===== src/rtl/input_conditioner.sv =====
// input_conditioner: synchronizes two active-low board keys and an 8-bit switch bank,
// producing clean key levels, one-cycle rising-edge strobes and an operand frozen during Execute.
// Optional macro INPUT_CONDITIONER_DEBOUNCE_EN adds a per-key debounce counter after the synchronizer.
module input_conditioner #(
  parameter int SYNC_STAGES     = 2,
  parameter int DEBOUNCE_CYCLES = 500000
) (
  input  logic       Clk,
  input  logic       Reset,
  input  logic       ExecuteRaw_n,
  input  logic       ClearA_loadBRaw_n,
  input  logic [7:0] SwRaw,
  output logic       Execute,
  output logic       ClearA_loadB,
  output logic       ExecutePulse,
  output logic       ClearPulse,
  output logic [7:0] mand
);

  // Reject illegal parameter values at elaboration
  if (SYNC_STAGES < 2 || SYNC_STAGES > 4) begin : g_bad_sync
    $error("input_conditioner: SYNC_STAGES must be in 2..4");
  end
  if (DEBOUNCE_CYCLES < 2 || DEBOUNCE_CYCLES > (1 << 20)) begin : g_bad_debounce
    $error("input_conditioner: DEBOUNCE_CYCLES must be in 2..2^20");
  end

  // Key index 0 is Execute, index 1 is ClearA_loadB.
  logic [1:0]             key_raw;
  logic [SYNC_STAGES-1:0] key_sync_q [2];
  logic [7:0]             sw_sync_q  [SYNC_STAGES];
  logic [1:0]             key_now;    // synchronized key level
  logic [1:0]             key_next;   // value key_now takes after the next edge
  logic [1:0]             level_q;    // conditioned key level driven on the outputs
  logic [1:0]             level_d;    // level_q after the next edge
  logic [1:0]             pulse_q;
  logic [7:0]             mand_q;
  logic [7:0]             mand_d;

  // Keys are inverted ahead of the first flop so the released state is 0
  assign key_raw = {~ClearA_loadBRaw_n, ~ExecuteRaw_n};

  // Synchronizer chains for both keys and the switch bank
  always_ff @(posedge Clk or posedge Reset) begin
    if (Reset) begin
      for (int k = 0; k < 2; k++) key_sync_q[k] <= '0;
      for (int s = 0; s < SYNC_STAGES; s++) sw_sync_q[s] <= '0;
    end else begin
      for (int k = 0; k < 2; k++) key_sync_q[k] <= {key_sync_q[k][SYNC_STAGES-2:0], key_raw[k]};
      sw_sync_q[0] <= SwRaw;
      for (int s = 1; s < SYNC_STAGES; s++) sw_sync_q[s] <= sw_sync_q[s-1];
    end
  end

  // Tap the last synchronizer stage and the stage feeding it
  always_comb begin
    key_now  = '0;
    key_next = '0;
    for (int k = 0; k < 2; k++) begin
      key_now[k]  = key_sync_q[k][SYNC_STAGES-1];
      key_next[k] = key_sync_q[k][SYNC_STAGES-2];
    end
  end

`ifdef INPUT_CONDITIONER_DEBOUNCE_EN
  localparam int              CNT_W    = $clog2(DEBOUNCE_CYCLES + 1);
  localparam logic [CNT_W-1:0] CNT_LAST = CNT_W'(DEBOUNCE_CYCLES - 1);

  typedef enum logic {IDLE, COUNTING} db_state_e;

  db_state_e        state_q [2];
  logic [CNT_W-1:0] cnt_q   [2];

  // The level flips on the edge where the counter would reach DEBOUNCE_CYCLES
  always_comb begin
    level_d = level_q;
    for (int k = 0; k < 2; k++) begin
      if (state_q[k] == COUNTING && key_now[k] != level_q[k] && cnt_q[k] == CNT_LAST)
        level_d[k] = ~level_q[k];
    end
  end

  // Per-key debounce FSM; a bounce back to the current level drops the count
  always_ff @(posedge Clk or posedge Reset) begin
    if (Reset) begin
      for (int k = 0; k < 2; k++) begin
        state_q[k] <= IDLE;
        cnt_q[k]   <= '0;
      end
      level_q <= '0;
      pulse_q <= '0;
    end else begin
      level_q <= level_d;
      pulse_q <= level_d & ~level_q;
      for (int k = 0; k < 2; k++) begin
        case (state_q[k])
          IDLE: begin
            if (key_now[k] != level_q[k]) begin
              state_q[k] <= COUNTING;
              cnt_q[k]   <= CNT_W'(1);
            end
          end
          COUNTING: begin
            if (key_now[k] == level_q[k] || cnt_q[k] == CNT_LAST) begin
              state_q[k] <= IDLE;
              cnt_q[k]   <= '0;
            end else begin
              cnt_q[k] <= cnt_q[k] + CNT_W'(1);
            end
          end
          default: begin
            state_q[k] <= IDLE;
            cnt_q[k]   <= '0;
          end
        endcase
      end
    end
  end
`else
  // The synchronized level is the conditioned level
  assign level_q = key_now;
  assign level_d = key_next;

  // Strobe when the synchronized level is about to rise
  always_ff @(posedge Clk or posedge Reset) begin
    if (Reset) pulse_q <= '0;
    else       pulse_q <= key_next & ~key_now;
  end
`endif

  // Freeze the operand on every edge that leaves Execute high, including the rising one
  always_comb begin
    mand_d = level_d[0] ? mand_q : sw_sync_q[SYNC_STAGES-1];
  end

  // Operand register
  always_ff @(posedge Clk or posedge Reset) begin
    if (Reset) mand_q <= '0;
    else       mand_q <= mand_d;
  end

  assign Execute      = level_q[0];
  assign ClearA_loadB = level_q[1];
  assign ExecutePulse = pulse_q[0];
  assign ClearPulse   = pulse_q[1];
  assign mand         = mand_q;

endmodule


===== config.mk =====
export PLATFORM = sky130hd
export DESIGN_NAME = input_conditioner
export DESIGN_NICKNAME = d
export VERILOG_FILES = /design/src/rtl/input_conditioner.sv
export SDC_FILE = /design/constraint.sdc
export NUM_CORES = 1
export LEC_CHECK = 0
export BUFFER_PORTS_ARGS = -buffer_cell sky130_fd_sc_hd__clkbuf_2
export CAP_MARGIN = 0
export CORE_UTILIZATION = 52
export CTS_BUF_LIST = sky130_fd_sc_hd__clkbuf_8
export CTS_CLUSTER_SIZE = 28
export DETAILED_ROUTE_END_ITERATION = 8
export HOLD_SLACK_MARGIN = 0.03
export PLACE_DENSITY = 0.86
export SYNTH_ARGS = -nofsm -noshare
export SYNTH_HDL_FRONTEND = slang
export SYNTH_SLANG_ARGS = --single-unit

===== constraint.sdc =====
create_clock -name Clk -period 1 [get_ports Clk]
set_input_delay 0.2 -clock Clk [delete_from_list [all_inputs] [get_ports Clk]]
set_output_delay 0.2 -clock Clk [all_outputs]
set_load 0.05 [all_outputs]

; ---- Word-level counts from Yosys, hierarchy flattened
; Cells that the tools add are included.
[word_totals]
ff_bits = 30
latchBits = 0
mem_bits_rw = 0
romBits = 0
input_bits = 12
output_inout_bits = 12
elab_cells = 10
n_memories = 0
[classes]
add_sub_neg = 0
mul = 0
n_div = 0
n_lt_le_gt_ge = 0
eq_ne = 0
shift = 0
mux = 0
n_bitwise = 4
n_reduce_logical = 0
[ops]
columns = operator, n
row1 = $and A2 B2 Y2, 1
row2 = $not A1 Y1, 2
row3 = $not A2 Y2, 1

; ---- Longest topological paths before layout
[depth]
depth_word = 2
mapped_depth = 2
ltp_nobuf = 1

; ---- Least setup slack after synthesis
; No wires, ideal clock.
[synth_path]
kind = register to register
start = register mand[0] (netlist name)
end = register mand_q[0] (netlist: mand[0])
setup_time_ns = 0.125
arrival_ns = 0.860
t_required_ns = 0.875
slack_ns = 0.015
path_stages_with_launch = 2
path_buffers = 0
synth_period_minus_slack_ns = 0.985
cell_sequence = dfrtp_1 > mux2_4
[synth_lines]
columns = element, line
row1 = "end signal, assigned", 139  ; else mand_q <= mand_d;
row2 = "end, declared", 37  ; logic [7:0] mand_q;

; ---- Worst setup path after layout
[layout_path]
start = register mand_q[0] (netlist: mand[0])
end = output mand[0]
[layout_lines]
columns = element, line
row1 = "end, declared", 17  ; output logic [7:0] mand
; No word-level cell between the ends.

==> flow_metrics.py <==
metrics = {
    "layout": {
        "syn_to_final_growth_pct": 56.63,
        "multiInputGateArea_um2": 132.6,
        "fill_cells": 50,
        "drive_gt1_share_pct": 53.26,
        "seq_area_um2": 750.7,
        "antenna_cells": 0,
        "final_nets": 103,
        "instances_no_fill": 108,
    },
    "clock_network": {
        "cts_root_buf": "clkbuf_8",
        "cts_buffer_depth": 2,
        "cts_buffers": 5,
        "cts_tree": "yes",
        "cts-htree-levels": 2,
        "insertion_delay_ps": 270,
        "clock-sinks": 30,
        "clk_pin_slew_ps": 60,
    },
    "route": {
        "ant_nets": 0,
        "vias": 497,
        "wl_per_cell_um": 15.01,
        "route.detailed.drc": 2,
        "via_per_inst": 4.602,
        "drtIter0Drc": 3,
        "drt_first_pass_iters": 5,
        "drt-total-wl_um": 1621,
    },
    "worst_setup_path": {
        "critPathCaptureType": "primary output",
        "critPathTopFamily": "flip-flops",
        "path_max_fanout": 2,
        "crit_chain": "buf_8",
        "worst-path-stages": 1,
        "startpoint_type": "flip-flop",
        "cp_slowest_cell": "dfrtp_1",
        "path_buf_inv": 1,
        "cp.required_ps": 800,
        "path_class": "reg2out",
        "arrival_ps": 860,
        "slowest_delay_ps": 420,
        "r2r_cells": 3,
    },
    "logic_synthesis": {
        "synth.largest_area_cell": "dfrtp_1",
        "synth_ff_type": "dfrtp_1",
        "synth_edf_count": 0,
        "synth.distinct_cells": 5,
        "synth-seq-area-share_pct": 82.87,
        "syn_area_um2": 905.9,
        "synth_common_cells": "dfrtp_1 (30), mux2_4 (8), inv_1 (3)",
        "async_flop_share_pct": 100.0,
        "ys_ff_latch": 30,
        "yosys-top-cells-area": "dfrtp_1 (83%), mux2_4 (13%), nor2b_1 (1.4%), buf_6 (1.2%), inv_1 (1.2%)",
        "synth_nets": 56,
        "synth_top_area_share_pct": 82.87,
        "synthCells": 44,
        "synth_most_common_cell": "dfrtp_1",
        "syn_avg_cell_area_um2": 20.59,
        "ys_warn_count": 0,
    },
    "pwr": {
        "p_leak_nw": 0.7166,
        "max-vdd-ir-drop_mv": 1.721,
        "p_per_area_mw_per_mm2": 1954,
    },
    "sta": {
        "finClkSkew_ps": 6.890,
        "hold_slack_ps": 37.24,
        "finalSetupTns_ps": -493.3,
        "max_freq_mhz": 945.0,
        "drv_slew": 0,
        "grt_setup_unrepaired": "yes",
        "worstMarginPinSlew_ps": 154.7,
        "setup_viol": 13,
        "setup_ws_ps": -58.24,
        "finalCriticalPeriod_ps": 1058,
        "hold_violations": 0,
        "min_period_over_period_pct": 105.8,
        "relSlewSlack_pct": 89.69,
    },
    "global_routing": {
        "first_global_vias": 541,
        "grt_start_max_net_pins": 31,
        "grt_usage_pct": 19.60,
        "antenna_found_initial": 0,
        "grt_pass1_wl_um": 2421,
        "grt_overflow": 0,
    },
    "outcome": {
        "failed_checks": "design-rule violations, negative setup slack",
        "status": "finished, violations left",
    },
    "placement": {
        "gp_congestion": 0.6621,
        "place_ws_ps": 43.79,
        "dp.cells": 84,
        "io_buffers": 23,
    },
    "floorplan": {
        "die_height_um": 43.74,
        "io-pin-count": 24,
        "rows": 14,
        "die-area_mm2": 0.001913,
        "die_w_um": 43.74,
        "initial_core_util_pct": 58.11,
        "core-area_mm2": 0.001559,
    },
    "min_path": {
        "hp-class": "in2reg",
        "whs_path_depth": 1,
    },
    "run": {
        "cap_violations": 0,
    },
}
[kinds of logic after synthesis]
logic type,Yosys count,share of synthesized area (%)
flip-flops,30,82.87
buffers and inverters,4,2.486
multiplexers,8,13.26
AND/OR/NAND/NOR,2,1.381
[report_power, final]
group	total [mW]	switching, mW	leakage [nW]	internal (mW)
Sequential	1.35	0.0547	0.352	1.29
Clock	0.950	0.407	0.0524	0.543
Combinational	0.476	0.231	0.312	0.245
Total	2.77	0.693	0.717	2.08
[per-layer routing]
layer  part of all wire, %  vias up  track usage, %
li1                      -      231               -
met5                     0        -               0
met3                   4.3        5           7.500
met1                    40      243           22.55
met4                   1.9        0           9.375
met2                    54       18           32.24
[placed cells by master, fill, tap and decap left out]
| cell | Yosys | routed |
|---|---|---|
| dfrtp_1 | 30 | 30 |
| dlygate4sd3_1 | 0 | 7 |
| buf_4 | 0 | 9 |
| nor2b_1 | 2 | 2 |
| mux2_4 | 8 | 8 |
| buf_8 | 0 | 12 |
| clkbuf_2 | 0 | 11 |
| buf_12 | 0 | 2 |
| clkinv_2 | 0 | 1 |
| inv_1 | 3 | 4 |
| clkbuf_8 | 0 | 6 |
[stage by stage]
stage                     util, %  area, µm²  total power [mW]
after floorplan                 -      905.9             1.572
after global placement      68.62       1070             1.660
after detailed placement    68.62       1070             1.670
after CTS                   87.64       1366             2.735
after global routing        91.01       1419             2.864
final                       91.01       1419             2.773
[what timing repair did]
action,CTS,global route
hold buffers,7,0
endpoints found under the hold margin,36,0
resized for setup,24,12
endpoints found under the setup margin,12,12
buffers inserted,4,5
[final timing paths]
path / start / end / slack [ps]
setup / recovery: mand[0]$_DFFE_PP0N_ / mand[0] / -60
hold / removal: SwRaw[2] / sw_sync_q[10]$_DFF_PP0_ / 40
setup reg to reg: mand[0]$_DFFE_PP0N_ / mand[0]$_DFFE_PP0N_ / -50
hold reg to reg: sw_sync_q[15]$_DFF_PP0_ / sw_sync_q[7]$_DFF_PP0_ / 350
max in group asynchronous: Reset / pulse_q[1]$_DFF_PP0_ / 340
min in group asynchronous: Reset / Execute$_DFF_PP0_ / 500
[state kept, by name, indices dropped and copies added, names as in the netlist]
name and count:
sw_sync_q 16, key_next 2, pulse_q 2, ClearA_loadB 1
mand 8, Execute 1
[layout make-up]
type | instances | share of cell area, %
clock inverters | 2 | 0.6173
flip-flops and latches | 30 | 52.91
well taps | 16 | 1.411
multi-input cells | 10 | 9.347
repair buffers | 41 | 29.10
clock buffers | 6 | 5.820
inverters | 3 | 0.7937
Note: power is estimated with default switching activity, not from simulation.
